===== src/rtl/touch_uart_rx.sv =====
// touch_uart_rx: oversampling 8N1 receiver that parses 5-byte touch packets into
// {pen, x, y} events and hands them out through a show-ahead FIFO (valid/ready).
module touch_uart_rx #(
  parameter int CLK_HZ     = 50000000,
  parameter int BAUD       = 9600,
  parameter int OVERSAMPLE = 16,
  parameter int FIFO_DEPTH = 16,
  parameter int COORD_W    = 12
) (
  input  logic                            clk_clk,
  input  logic                            reset_reset_n,
  input  logic                            touch_uart_RXD,
  output logic                            touch_uart_TXD,
  output logic                            evt_valid,
  input  logic                            evt_ready,
  output logic                            evt_pen,
  output logic [COORD_W-1:0]              evt_x,
  output logic [COORD_W-1:0]              evt_y,
  output logic [$clog2(FIFO_DEPTH+1)-1:0] fifo_count,
  output logic                            frame_err,
  output logic                            overflow,
  input  logic                            clr_overflow
);

  localparam int DIV_RAW = CLK_HZ / (BAUD * OVERSAMPLE);
  localparam int DIV     = (DIV_RAW < 1) ? 1 : DIV_RAW;
  localparam int DIV_W   = (DIV > 1) ? $clog2(DIV) : 1;
  localparam int TICK_W  = $clog2(OVERSAMPLE);
  localparam int PTR_W   = $clog2(FIFO_DEPTH);
  localparam int CNT_W   = $clog2(FIFO_DEPTH + 1);
  localparam int EVT_W   = 1 + 2 * COORD_W;

  typedef enum logic [1:0] {RX_IDLE, RX_START, RX_DATA, RX_STOP} rx_state_t;
  typedef enum logic [2:0] {P_SYNC, P_XL, P_XH, P_YL, P_YH} prs_state_t;

  logic              r_rst_meta;
  logic              r_rst_n;
  logic              r_rxd_s1;
  logic              r_rxd_s2;
  logic              r_rxd_d;
  logic              w_fall;
  logic [DIV_W-1:0]  r_div_cnt;
  logic              w_tick;
  logic [TICK_W-1:0] r_tick_cnt;
  logic              w_sample_pt;
  logic              w_start_edge;
  rx_state_t         r_rx_state;
  rx_state_t         w_rx_next;
  logic [2:0]        r_bit_idx;
  logic [7:0]        r_shift;
  logic              w_byte_stb;
  logic              w_frame_bad;
  logic              r_frame_err;

  prs_state_t        r_prs_state;
  prs_state_t        w_prs_next;
  logic              w_is_hdr;
  logic              w_pkt_done;
  logic              r_pen;
  logic [6:0]        r_xl;
  logic [4:0]        r_xh;
  logic [6:0]        r_yl;
  logic [11:0]       w_raw_x;
  logic [11:0]       w_raw_y;
  logic              r_push;
  logic [EVT_W-1:0]  r_push_evt;

  logic [EVT_W-1:0]  r_mem [FIFO_DEPTH];
  logic [PTR_W-1:0]  r_wptr;
  logic [PTR_W-1:0]  r_rptr;
  logic [CNT_W-1:0]  r_count;
  logic              w_empty;
  logic              w_full;
  logic              w_pop;
  logic              w_do_push;
  logic              w_ovf_set;
  logic              r_overflow;
  logic [EVT_W-1:0]  w_head;

  // Reset asserts immediately but releases only on a clock edge.
  always_ff @(posedge clk_clk or negedge reset_reset_n) begin
    if (!reset_reset_n) begin
      r_rst_meta <= 1'b0;
      r_rst_n    <= 1'b0;
    end else begin
      r_rst_meta <= 1'b1;
      r_rst_n    <= r_rst_meta;
    end
  end

  always_ff @(posedge clk_clk or negedge r_rst_n) begin
    if (!r_rst_n) begin
      r_rxd_s1 <= 1'b1;
      r_rxd_s2 <= 1'b1;
      r_rxd_d  <= 1'b1;
    end else begin
      r_rxd_s1 <= touch_uart_RXD;
      r_rxd_s2 <= r_rxd_s1;
      r_rxd_d  <= r_rxd_s2;
    end
  end

  assign w_fall       = r_rxd_d & ~r_rxd_s2;
  assign w_start_edge = (r_rx_state == RX_IDLE) & w_fall;
  assign w_tick       = (r_div_cnt == DIV_W'(DIV - 1));

  always_comb begin
    w_sample_pt = 1'b0;
    if (w_tick) begin
      if (r_rx_state == RX_START)
        w_sample_pt = (r_tick_cnt == TICK_W'(OVERSAMPLE / 2 - 1));
      else if (r_rx_state == RX_DATA || r_rx_state == RX_STOP)
        w_sample_pt = (r_tick_cnt == TICK_W'(OVERSAMPLE - 1));
    end
  end

  // Both counters restart on the start edge so the first sample lands mid start bit.
  always_ff @(posedge clk_clk or negedge r_rst_n) begin
    if (!r_rst_n) begin
      r_div_cnt  <= '0;
      r_tick_cnt <= '0;
    end else begin
      if (w_start_edge || w_tick)
        r_div_cnt <= '0;
      else
        r_div_cnt <= r_div_cnt + DIV_W'(1);
      if (w_start_edge || w_sample_pt)
        r_tick_cnt <= '0;
      else if (w_tick)
        r_tick_cnt <= r_tick_cnt + TICK_W'(1);
    end
  end

  always_ff @(posedge clk_clk or negedge r_rst_n) begin
    if (!r_rst_n) begin
      r_rx_state  <= RX_IDLE;
      r_bit_idx   <= 3'd0;
      r_shift     <= 8'd0;
      r_frame_err <= 1'b0;
    end else begin
      r_rx_state  <= w_rx_next;
      r_frame_err <= w_frame_bad;
      if (w_sample_pt && r_rx_state == RX_START)
        r_bit_idx <= 3'd0;
      else if (w_sample_pt && r_rx_state == RX_DATA) begin
        r_bit_idx <= r_bit_idx + 3'd1;
        r_shift   <= {r_rxd_s2, r_shift[7:1]};
      end
    end
  end

  always_comb begin
    w_rx_next   = r_rx_state;
    w_byte_stb  = 1'b0;
    w_frame_bad = 1'b0;
    case (r_rx_state)
      RX_IDLE:  if (w_fall) w_rx_next = RX_START;
      RX_START: if (w_sample_pt) w_rx_next = r_rxd_s2 ? RX_IDLE : RX_DATA;
      RX_DATA:  if (w_sample_pt && r_bit_idx == 3'd7) w_rx_next = RX_STOP;
      RX_STOP: begin
        if (w_sample_pt) begin
          w_rx_next = RX_IDLE;
          if (r_rxd_s2)
            w_byte_stb = 1'b1;
          else
            w_frame_bad = 1'b1;
        end
      end
      default:  w_rx_next = RX_IDLE;
    endcase
  end

  assign w_is_hdr = (r_shift[7:1] == 7'b1000000);
  assign w_raw_x  = {r_xh, r_xl};
  assign w_raw_y  = {r_shift[4:0], r_yl};

  // Any header restarts a packet; any other byte with bit7 set abandons it.
  always_comb begin
    w_prs_next = r_prs_state;
    w_pkt_done = 1'b0;
    if (w_frame_bad)
      w_prs_next = P_SYNC;
    else if (w_byte_stb) begin
      if (w_is_hdr)
        w_prs_next = P_XL;
      else if (r_shift[7])
        w_prs_next = P_SYNC;
      else begin
        case (r_prs_state)
          P_SYNC:  w_prs_next = P_SYNC;
          P_XL:    w_prs_next = P_XH;
          P_XH:    w_prs_next = P_YL;
          P_YL:    w_prs_next = P_YH;
          P_YH: begin
            w_prs_next = P_SYNC;
            w_pkt_done = 1'b1;
          end
          default: w_prs_next = P_SYNC;
        endcase
      end
    end
  end

  always_ff @(posedge clk_clk or negedge r_rst_n) begin
    if (!r_rst_n) begin
      r_prs_state <= P_SYNC;
      r_pen       <= 1'b0;
      r_xl        <= 7'd0;
      r_xh        <= 5'd0;
      r_yl        <= 7'd0;
      r_push      <= 1'b0;
      r_push_evt  <= '0;
    end else begin
      r_prs_state <= w_prs_next;
      r_push      <= w_pkt_done;
      if (w_byte_stb && w_is_hdr)
        r_pen <= r_shift[0];
      if (w_byte_stb && !r_shift[7]) begin
        case (r_prs_state)
          P_XL:    r_xl <= r_shift[6:0];
          P_XH:    r_xh <= r_shift[4:0];
          P_YL:    r_yl <= r_shift[6:0];
          default: ;
        endcase
      end
      if (w_pkt_done)
        r_push_evt <= {r_pen, w_raw_x[11 -: COORD_W], w_raw_y[11 -: COORD_W]};
    end
  end

  assign w_empty   = (r_count == '0);
  assign w_full    = (r_count == CNT_W'(FIFO_DEPTH));
  assign w_pop     = ~w_empty & evt_ready;
  assign w_do_push = r_push & (~w_full | w_pop);
  assign w_ovf_set = r_push & w_full & ~w_pop;

  always_ff @(posedge clk_clk) begin
    if (w_do_push)
      r_mem[r_wptr] <= r_push_evt;
  end

  // A simultaneous pop frees the slot a full FIFO is about to write into.
  always_ff @(posedge clk_clk or negedge r_rst_n) begin
    if (!r_rst_n) begin
      r_wptr     <= '0;
      r_rptr     <= '0;
      r_count    <= '0;
      r_overflow <= 1'b0;
    end else begin
      if (w_do_push)
        r_wptr <= r_wptr + PTR_W'(1);
      if (w_pop)
        r_rptr <= r_rptr + PTR_W'(1);
      if (w_do_push && !w_pop)
        r_count <= r_count + CNT_W'(1);
      else if (w_pop && !w_do_push)
        r_count <= r_count - CNT_W'(1);
      if (w_ovf_set)
        r_overflow <= 1'b1;
      else if (clr_overflow)
        r_overflow <= 1'b0;
    end
  end

  assign w_head         = r_mem[r_rptr];
  assign touch_uart_TXD = 1'b1;
  assign evt_valid      = ~w_empty;
  assign evt_pen        = evt_valid ? w_head[EVT_W-1] : 1'b0;
  assign evt_x          = evt_valid ? w_head[2*COORD_W-1:COORD_W] : '0;
  assign evt_y          = evt_valid ? w_head[COORD_W-1:0] : '0;
  assign fifo_count     = r_count;
  assign frame_err      = r_frame_err;
  assign overflow       = r_overflow;

endmodule


===== config.mk =====
export PLATFORM = sky130hd
export DESIGN_NAME = touch_uart_rx
export DESIGN_NICKNAME = d
export VERILOG_FILES = /design/src/rtl/touch_uart_rx.sv
export SDC_FILE = /design/constraint.sdc
export NUM_CORES = 1
export LEC_CHECK = 0
export CAP_MARGIN = 0
export CORE_MARGIN = 4
export CORE_UTILIZATION = 40
export CTS_BUF_LIST = sky130_fd_sc_hd__clkbuf_16
export DETAILED_ROUTE_END_ITERATION = 6
export PLACE_DENSITY = 0.65
export SLEW_MARGIN = 20
export SYNTH_ARGS = -nofsm -noshare
export SYNTH_HDL_FRONTEND = slang
export SYNTH_SLANG_ARGS = --single-unit
export TNS_END_PERCENT = 30

===== constraint.sdc =====
create_clock -name clk_clk -period 3 [get_ports clk_clk]
set_clock_uncertainty 0.05 [all_clocks]
set_input_delay 0.3 -clock clk_clk [delete_from_list [all_inputs] [get_ports clk_clk]]
set_output_delay 0.3 -clock clk_clk [all_outputs]
set_load 0.01 [all_outputs]

# == Word-level counts from Yosys, hierarchy flattened ==
# Memories as Yosys holds them, arrays and structs flattened.
# Cells that the tools add are included.
# word_totals
ff_bits,95
mem_bits_rw,400
in_bits,5
out_inout_bits,34
word_cells,123
n_memories,1
# classes
add_sub_neg,7
n_eq_ne,17
muxes,39
bitwise,12
reduce_logical,25
# mem_list
name,depth,word_bits,rd,rd_ports_with_merged_regs,write_ports,line,text
r_mem,16,25,1,0,1,68,logic [EVT_W-1:0] r_mem [FIFO_DEPTH];
# op_table
cell,n
12-bit 2-to-1 mux,2
1-bit 2-to-1 mux,19
3-bit 2-to-1 mux,6
"4-bit by 1-bit adder with 4-bit output, second input constant",3
2-bit 2-to-1 mux,5
5-bit 2-to-1 mux,2
2-bit nonzero test,5
"9-bit by 1-bit adder with 9-bit output, second input constant",1
"9-bit equality test, second input constant",1
9-bit 2-to-1 mux,1
3-bit case mux with 3 select lines,1
4-bit 2-to-1 mux,2
2-bit case mux with 4 select lines,1
2-bit AND reduction,4
"7-bit equality test, second input constant",1
1-bit logical AND,7
1-bit AND,6
"3-bit by 2-bit equality test with 1-bit output, second input constant",2
"3-bit equality test, second input constant",2
"2-bit != test, second input constant",3
"5-bit by 1-bit adder with 5-bit output, second input constant",1
"5-bit equality test, second input constant",1
5-bit zero test,1
1-bit NOT,5
other kinds (13),18

# == Depth between registers and ports, before layout ==
# Gate-level depths: netlist of run 1.
# depth
ltp_word,9
mapped_depth,11
mapped_depth_nobuf,9

# == Worst setup path before layout of run 1 ==
# OpenSTA, ideal clock, no wires.
# synth_path
path_type,reg-to-reg
start,register r_count[0] (netlist: fifo_count[0])
end,memory r_mem[3][0] (netlist name) (enable)
setup_ns,0.438
arrival_time_ns,2.855
required_time_ns,2.512
setup_slack_ns,-0.343
stages_incl_launch_ff,7
n_path_buf,2
period_less_slack_ns,3.343
cell_sequence,dfrtp_1 or4_4 buf_6 o31a_2 buf_2 nand2_1 nor3_1
# synth_via
elab_chain_len,7
word_cells_on_any_way,9
classes_between,1 x eq/ne; 2 x mux; 5 x bitwise; 1 x reduce/logical
# synth_rtl
item,line,text
start: declaration,71,logic [CNT_W-1:0] r_count;
start signal: assignment,255,r_count <= r_count + CNT_W'(1);
start signal: assignment,257,r_count <= r_count - CNT_W'(1);
5-bit zero test,231,assign w_empty = (r_count == '0);
1-bit NOT,233,assign w_pop = ~w_empty & evt_ready;
1-bit AND,233,
1-bit bitwise OR (*),234,assign w_do_push = r_push & (~w_full | w_pop);
1-bit AND (*),234,
named net w_do_push,75,logic w_do_push;
1-bit 2-to-1 mux (*),238,if (w_do_push)
1-bit 2-to-1 mux (not written as such) (*),239,r_mem[r_wptr] <= r_push_evt;
end: declaration,68,
# The timed path passes the listed nets; every way through them passes the cells marked *.

# == Final worst setup path of run 1 ==
# layout_path
start,register r_rptr[1]
end,output port evt_x[1]
# layout_via
elab_chain_len,2
# layout_rtl
item,line,text
start: declaration,70,logic [PTR_W-1:0] r_rptr;
start signal: assignment,253,r_rptr <= r_rptr + PTR_W'(1);
memory 16 x 25 bit,n/a,
12-bit 2-to-1 mux,269,assign evt_x = evt_valid ? w_head[2*COORD_W-1:COORD_W] : '0;
end: declaration,17,"output logic [COORD_W-1:0] evt_x,"
# Every way passes these cells.

==> out/results.ini, run 1 <==
[synthesis]
synth.area.top_cells=edfxtp_1 (62%), dfrtp_1 (12%), mux4_2 (12%)
synth-main-ff-cell=edfxtp_1
synth.distinct_cells=62
synth_area_mm2=0.01944
yosys_warnings=0
ys_seq_area_share_pct=74.04
synth_top_area_cell=edfxtp_1
synthCells=951
async_flop_share_pct=19.19
synth-seq-cells=495
synth_area_per_cell_um2=20.44
synth_top_area_share_pct=61.79
synth_edf_count=400

[grt]
grt.overflow.total=0
grt_max_degree=56
antenna_found_initial=0
grtUsageTotal_pct=16.47
grt_pass1_vias=10110
grt_pass1_wl_um=64990

[outcome]
violations=negative setup slack
outcome=finished, violations left

[clocking]
clkTransAtPathRegs_ns=0.06
cts.htree.levels=2
cts_sinks=495
clockBufferDepth=3
cts_tree=built
clk_latency_ns=0.60
cts_buffers=51
cts_root_buf=clkbuf_16

[power_and_ir_drop]
irDropWorstVdd_v=0.0004308
power.total_uw=13890
power.leakage_uw=0.009227
powerDensity_mw_per_mm2=595.1

[routing]
vias_per_cell=5.460
vias=9495
firstDrtPassIters=4
antenna_left=0
drc=0
drtIter0Drc=808
wl_um=42520
wl_per_cell_um=24.45

[critical_path]
rrSetupSlack_ns=0.05
reg2reg_depth=12
worstSetupPathType=register to output port
r2r-start=fifo_count[1]
reg2reg_to=fifo_count[4]
worst_setup_path_end_kind=output port
arrival_ns=2.76
worstPathRequired_ns=2.65
crit_fanout=8
crit_path_start_kind=register

[floorplan]
fp.dieH_um=228.4
start_util_pct=40.63
fp.dieW_um=228.4
core_mm2=0.04785
num_rows=80
fp.dieArea_mm2=0.05219
ios=39

[sta]
fmax_ghz=0.3217
slew_violations=0
whs_ns=0.07436
hold_viol=0
setup_ws_ns=-0.1081
finalCriticalPeriod_ns=3.108
tns_ns=-1.528
min_period_over_period_pct=103.6
tightest_slew_ns=1.140
rsz0062_at_grt=yes
slew_headroom_pct=23.79
finalSetupViolations=25

[final_layout]
multi_input_area_mm2=0.004949
final_cell_mix=edfxtp_1 (400), mux4_2 (100), dfrtp_1 (88)
fillers=3844
fin_nets=1102
drive_gt1_share_pct=36.21
instances_no_fill=1739
seqCellArea_mm2=0.01441
final_common_cell=edfxtp_1
area_growth_pct=20.05
diodes=0

[hold_path]
worstHoldStart=touch_uart_RXD
hp-class=input port to register
worstHoldPathCells=1
hold_end=r_rxd_s1

[job]
max_cap_viol_count=0

[placement]
numPlacedInstances=1605
portBuffers=37
place_congestion=0.7542
dp_hpwl_um=22920

==> report_power, final <==
part / total [uW] / switching (uW) / internal, uW / leakage, uW
combinational: 147 / 75.2 / 71.4 / 0.00246
sequential: 7460 / 71.7 / 7390 / 0.00594
clock: 6280 / 2670 / 3610 / 0.000835
total: 13900 / 2820 / 11100 / 0.00923
==> logic make-up after synthesis <==
group,Yosys count,share of synthesized area (%)
AND/OR/NAND/NOR,135,4.126
flip-flops,495,74.04
other,1,0.01929
buffers and inverters,56,1.435
AO/OA/AOI/OAI,50,2.266
XOR/XNOR,17,0.7660
multiplexers,181,16.28
adder cells (fa/ha/maj),16,1.068
==> flip-flops by register name, indices dropped and copies added (netlist names), 3 cells and up, named ones only <==
name	count
r_mem	400
r_push_evt	25
r_div_cnt	9
r_shift	8
r_xl	7
r_yl	7
fifo_count	5
r_xh	5
r_rptr	4
r_tick_cnt	4
r_wptr	4
r_bit_idx	3
r_prs_state	3
==> worst max-delay path, stage by stage (launching register included) <==
cell     delay, ns
dfrtp_4       0.52
buf_12        0.16
buf_12        0.12
buf_16        0.14
mux4_2        0.43
mux2_2        0.28
a221o_2       0.39
buf_6         0.13
==> timing repair <==
item | CTS | global route
gates cloned | 9 | 0
gates resized for setup | 133 | 17
endpoints found under the setup margin | 26 | 26
hold buffers | 1 | 0
pin swaps | 13 | 8
buffers inserted | 24 | 4
hold endpoints to repair | 2 | 0
==> final cells by class <==
class                           count  share of cell area, %
Clock buffer                       52                  5.576
Clock inverter                     44                  1.646
Inverter                           12                 0.1930
Multi-Input combinational cell    401                  21.21
Sequential cell                   495                  61.73
Tap cell                          615                  3.297
Timing Repair Buffer              120                  6.354
==> metrics by stage <==
step / utilization (%) / setup WS [ns] / area (um^2)
3_3_place_gp: 43.69 / 0.04344 / 20900
5_1_grt: 48.77 / -0.1957 / 23340
2_1_floorplan: - / -0.3094 / 19450
4_1_cts: 48.59 / -0.1789 / 23250
3_5_place_dp: 43.99 / -0.02399 / 21050
6_report: 48.77 / -0.1081 / 23340
==> per-layer routing <==
layer | part of all wire (%) | routed length (um) | vias to the layer above | track usage, %
met5 | 0 | 0 | - | 0
met4 | 2.9 | 1232 | 0 | 5.205
met3 | 5.5 | 2340 | 69 | 3.153
met2 | 49 | 20630 | 255 | 26.21
met1 | 43 | 18320 | 5048 | 23.21
li1 | - | - | 4123 | -
==> worst max path at each step <==
| stage | start | endpoint | depth (start not counted) |
|---|---|---|---|
| 2_1_floorplan | fifo_count[0] | r_mem[1][0] | 6 |
| 3_3_place_gp | fifo_count[1] | fifo_count[4] | 9 |
| 3_5_place_dp | fifo_count[1] | fifo_count[4] | 9 |
| 4_1_cts | fifo_count[2] | evt_x[3] | 7 |
| 5_1_grt | fifo_count[1] | evt_x[0] | 7 |
| 6_report | r_rptr[1] | evt_x[1] | 7 |
==> Yosys cell counts (all sizes together) (3+ instances only) <==
| cell type | instances |
|---|---|
| a221o | 25 |
| nand2 | 23 |
| nor4b | 3 |
| nor4 | 3 |
| a21oi | 4 |
| xor2 | 9 |
| edfxtp | 400 |
| dfstp | 3 |
| mux2 | 81 |
| buf | 31 |
| mux4 | 100 |
| or3 | 3 |
| nor3 | 5 |
| and3 | 4 |
| dfrtp | 92 |
| nor2b | 13 |
| nand3 | 14 |
| nor2 | 27 |
| and2b | 15 |
| and2 | 3 |
| clkbuf | 13 |
| nand4 | 4 |
| xnor2 | 8 |
| nand2b | 4 |
| nand3b | 3 |
| ha | 15 |
| o2111ai | 3 |
| inv | 12 |
| o21ai | 7 |
Power figures use the tool's default switching activity.
==> run 2: changes to the inputs <==
Settings changed: CAP_MARGIN 0 to default, CTS_CLUSTER_SIZE from default to 16, PLACE_DENSITY 0.65 to default, PLACE_DENSITY_LB_ADDON from default to 0.15.
==> run 2 against run 1 <==
Effect of this change: the flow still finishes with violations (negative setup slack); maximum frequency up 1.8%; global-route usage increased by 0.90 points; setup slack gained 0.054 ns; sequential share of layout area grew 0.25 points; clock-buffer cell count rose by 3; largest power group unchanged; wire length increased by 5.8%; total power rose by 1.2%.
==> out/results.ini, run 2 (same netlist as run 1, synthesis figures left out) <==
[sta]
slew_violations=0
finalCriticalPeriod_ns=3.054
tightest_slew_ns=1.102
hold_viol=0
rsz0062_at_grt=yes
fmax_ghz=0.3275
slew_headroom_pct=26.37
setup_ws_ns=-0.05389
finalSetupViolations=23
min_period_over_period_pct=101.8

[grt]
grt_pass1_wl_um=67190
grtUsageTotal_pct=17.37
grt_pass1_vias=9965
antenna_found_initial=1
grt.overflow.total=0
grt_max_degree=49

[outcome]
outcome=finished, violations left
violations=negative setup slack

[clocking]
clockBufferDepth=3
clkTransAtPathRegs_ns=0.06
clk_latency_ns=0.59
cts_buffers=53
cts.htree.levels=2
cts_tree=built
cts_sinks=495
cts_root_buf=clkbuf_16

[routing]
firstDrtPassIters=4
drtIter0Drc=561
wl_per_cell_um=25.95
wl_um=45000
vias=9376
vias_per_cell=5.407
antenna_left=0
drc=0

[placement]
dp_hpwl_um=23470
numPlacedInstances=1604
portBuffers=37
dp_slack_ns=0.09021
dpl_cell_area_mm2=0.02108
place_congestion=0.7094

[final_layout]
final_common_cell=edfxtp_1
final_cell_mix=edfxtp_1 (400), mux4_2 (100), dfrtp_1 (88)
instances_no_fill=1734
fillers=3983
drive_gt1_share_pct=35.92
diodes=0
final_area_mm2=0.02325
area_growth_pct=19.59
regMostFlops=r_mem
reg_top3=r_mem (400), r_push_evt (25), r_div_cnt (9)
largest_register_ffs=400
fin_nets=1095

[floorplan]
ios=39
fp.dieW_um=228.4
fp.dieH_um=228.4
start_util_pct=40.63
fp.dieArea_mm2=0.05219
num_rows=80
core_mm2=0.04785

[power_and_ir_drop]
irDropWorstVdd_v=0.0005102
power.leakage_uw=0.009202
powerDensity_mw_per_mm2=604.8
power.total_uw=14060

[critical_path]
critPathLaunch=fifo_count[1]
worstSetupPathType=register to output port
reg2reg_depth=10
reg2reg_to=fifo_count[4]
worstPathRequired_ns=2.65
cp-endpoint=evt_x[11]
r2r-start=fifo_count[1]
arrival_ns=2.70
worst_setup_path_end_kind=output port
rrSetupSlack_ns=0.12
crit_fanout=7
crit_path_start_kind=register

[job]
max_cap_viol_count=0

[hold_path]
hp-class=input port to register

run 2: how the worst min path moves through the flow:
stage	start	depth (start not counted)	to	slack, ns
finish	touch_uart_RXD	1	r_rxd_s1	0.08
global route	touch_uart_RXD	1	r_rxd_s1	0.06
CTS	touch_uart_RXD	1	r_rxd_s1	0.04
detailed placement	r_rst_meta	0	r_rst_n	0.28
global placement	r_rst_meta	0	r_rst_n	0.29
floorplan	reset_reset_n	0	r_rst_meta	-0.05
run 2: routing by layer:
| layer | up-vias | GRT usage [%] | wire length, um |
|---|---|---|---|
| met5 | - | 0 | 0 |
| met4 | 0 | 4.765 | 858 |
| met3 | 55 | 2.854 | 1786 |
| met2 | 163 | 29.73 | 23240 |
| met1 | 5047 | 23.27 | 19110 |
| li1 | 4111 | - | - |
run 2: area by class of cell:
| cell class | instances | area [um^2] | area share [%] |
|---|---|---|---|
| clock buffer | 55 | 1376 | 5.921 |
| tap | 615 | 769.5 | 3.310 |
| inverter | 12 | 45.04 | 0.1938 |
| timing repair buffer | 106 | 1290 | 5.549 |
| clock inverter | 45 | 351.6 | 1.512 |
| sequential | 495 | 14410 | 61.98 |
| multi-input combinational | 406 | 5006 | 21.54 |
run 2: stage by stage:
stage / setup TNS [ns] / utilization (%) / hold slack [ns]
after detailed placement: 0 / 44.06 / 0.2847
after global placement: 0 / 44.00 / 0.2904
after global routing: -2.832 / 48.59 / 0.05569
final: -0.7009 / 48.59 / 0.07690
after floorplan: -15.47 / - / -0.04559
after CTS: -2.467 / 48.44 / 0.03767
run 2: report_power, final:
| group | switching, uW | internal, uW |
|---|---|---|
| Combinational | 70.9 | 69.1 |
| Sequential | 72.1 | 7390 |
| Clock | 2640 | 3820 |
run 2: what timing repair did:
item,CTS,global route
pin swaps,7,7
endpoints found under the setup margin,25,26
resized for setup,131,8
endpoints found under the hold margin,2,0
hold buffers,1,0
buffers inserted,17,3
cloned,9,1
run 2: worst max-delay path, cell delays in order, from the launching register on:
cell      delay, ns
dfrtp_1        0.37
or4_4          0.57
buf_6          0.15
nand2b_4       0.20
nor2b_4        0.23
a221o_2        0.44
buf_6          0.14
==> run 3: changes to the inputs <==
Settings changed: CORE_ASPECT_RATIO from default to 0.7.
==> run 3 against run 2 <==
Effect of this change: the flow still finishes with violations (negative setup slack); total power decreased by 4.1%; hold slack improved by 0.035 ns; final area increased by 0.96%; cell count increased by 3.4%; maximum frequency decreased by 1.7%; sequential share of layout area decreased by 0.60 points; critical path depth increased by 2; sequential power about the same; highest routed layer unchanged.
==> out/results.ini, run 3 (same netlist as run 1, synthesis figures left out) <==
[sta]
min_period_over_period_pct=103.6
whs_ns=0.1119
fmax_ghz=0.3219
setup_ws_ns=-0.1069
tightest_slew_ns=0.8427
slew_headroom_pct=43.82
finalCriticalPeriod_ns=3.107
rsz0062_at_grt=yes
hold_viol=0
finalSetupViolations=18
slew_violations=0

[power_and_ir_drop]
p_seq_share_pct=55.4
combPwrFrac_pct=1.0
p_int_uw=10830
p_clk_share_pct=43.6
powerDensity_mw_per_mm2=574.2
power.leakage_uw=0.009339
power.total_uw=13480
irDropWorstVdd_v=0.0004322
switchingPower_uw=2646
p_sw_share_pct=19.64

[critical_path]
worstPathRequired_ns=2.65
crit_fanout=4
worst_setup_path_end_kind=output port
worstSetupPathType=register to output port
crit_path_start_kind=register
arrival_ns=2.76

[routing]
wl_um=45790
firstDrtPassIters=4
drtIter0Drc=817
antenna_left=0
vias=9605
wl_per_cell_um=25.54
vias_per_cell=5.357
drc=0

[floorplan]
num_rows=67
ios=39
fp.dieArea_mm2=0.05224
fp.dieW_um=271.5
start_util_pct=40.54
fp.dieH_um=192.4
core_mm2=0.04795

[outcome]
violations=negative setup slack
outcome=finished, violations left

[placement]
dpl_cell_area_mm2=0.02128
numPlacedInstances=1659
place_congestion=0.7649
dp_hpwl_um=25810
portBuffers=37

[final_layout]
area_growth_pct=20.74
largest_register_ffs=400
fin_nets=1119
regMostFlops=r_mem
final_cell_mix=edfxtp_1 (400), mux4_2 (100), dfrtp_1 (88)
fillers=3978
final_area_mm2=0.02347
diodes=0
final_common_cell=edfxtp_1
seqCellArea_mm2=0.01441
drive_gt1_share_pct=36.99
multi_input_area_mm2=0.004966
reg_top3=r_mem (400), r_push_evt (25), r_div_cnt (9)
instances_no_fill=1793

[clocking]
clk_latency_ns=0.56
cts_root_buf=clkbuf_16
clockBufferDepth=3
cts_sinks=495
clkTransAtPathRegs_ns=0.06
cts_tree=built
cts.htree.levels=2
cts_buffers=48

[grt]
grt_pass1_vias=9988
grt_max_degree=60
grt_pass1_wl_um=68600
antenna_found_initial=0
grtUsageTotal_pct=17.98
grt.overflow.total=0

[job]
max_cap_viol_count=0

[hold_path]
hp-class=input port to register

-- run 3: power groups by stage --
| stage | Combinational, uW | Sequential, uW | Clock (uW) |
|---|---|---|---|
| global placement | 135 | 7610 | 0 |
| CTS | 141 | 7460 | 6050 |
| detailed placement | 140 | 7600 | 0 |
| floorplan | 103 | 7590 | 0 |
| finish | 139 | 7460 | 5880 |
| global route | 163 | 7470 | 6360 |
-- run 3: critical path: stages, from the launching register on --
cell and delay (ns):
dfrtp_1 0.38, or4_4 0.58, o211ai_4 0.21, buf_12 0.16, buf_12 0.12, buf_6 0.09, and2b_1 0.20, a221o_2 0.33
buf_6 0.13
-- run 3: metal layers --
metal  vias up  global-route usage (%)  wire [um]
met3        60                   3.169       2101
met4         0                   3.718        815
met5         -                       0          0
li1       4154                       -          -
met2       218                   27.69      20860
met1      5173                   27.22      22010
-- run 3: area by class of cell --
| cell class | count | share of cell area, % |
|---|---|---|
| Clock inverter | 38 | 1.077 |
| Clock buffer | 52 | 5.544 |
| Timing Repair Buffer | 139 | 7.149 |
| Multi-Input combinational cell | 402 | 21.16 |
| Inverter | 12 | 0.2026 |
| Tap cell | 655 | 3.492 |
| Sequential cell | 495 | 61.38 |
-- run 3: what timing repair did --
item,CTS,global route
endpoints found under the hold margin,2,0
gates cloned,6,0
resized for setup,138,6
hold buffers,1,0
setup buffers,34,2
setup endpoints to repair,25,26
pin swaps,6,4
-- run 3: metrics by stage --
step / setup WS [ns] / util, % / setup TNS (ns)
5_1_grt: -0.1922 / 48.95 / -2.960
4_1_cts: -0.1448 / 48.81 / -1.763
2_1_floorplan: -0.3094 / - / -15.47
3_5_place_dp: 0.1266 / 44.39 / 0
3_3_place_gp: 0.1467 / 44.39 / 0
6_report: -0.1069 / 48.95 / -1.020
-- run 3: path summary, 6_finish.rpt --
kind / endpoint / from / slack, ns / depth (start not counted)
max: evt_x[1] / fifo_count[1] / -0.11 / 8
min: r_rxd_s1 / touch_uart_RXD / 0.11 / 1
max reg2reg: fifo_count[4] / fifo_count[1] / 0.16 / 10
min reg2reg: r_rxd_s2 / r_rxd_s1 / 0.31 / 0
max in group asynchronous: r_wptr[3] / r_rst_n / 1.81 / 1
min in group asynchronous: r_yl[6] / r_rst_n / 0.39 / 0
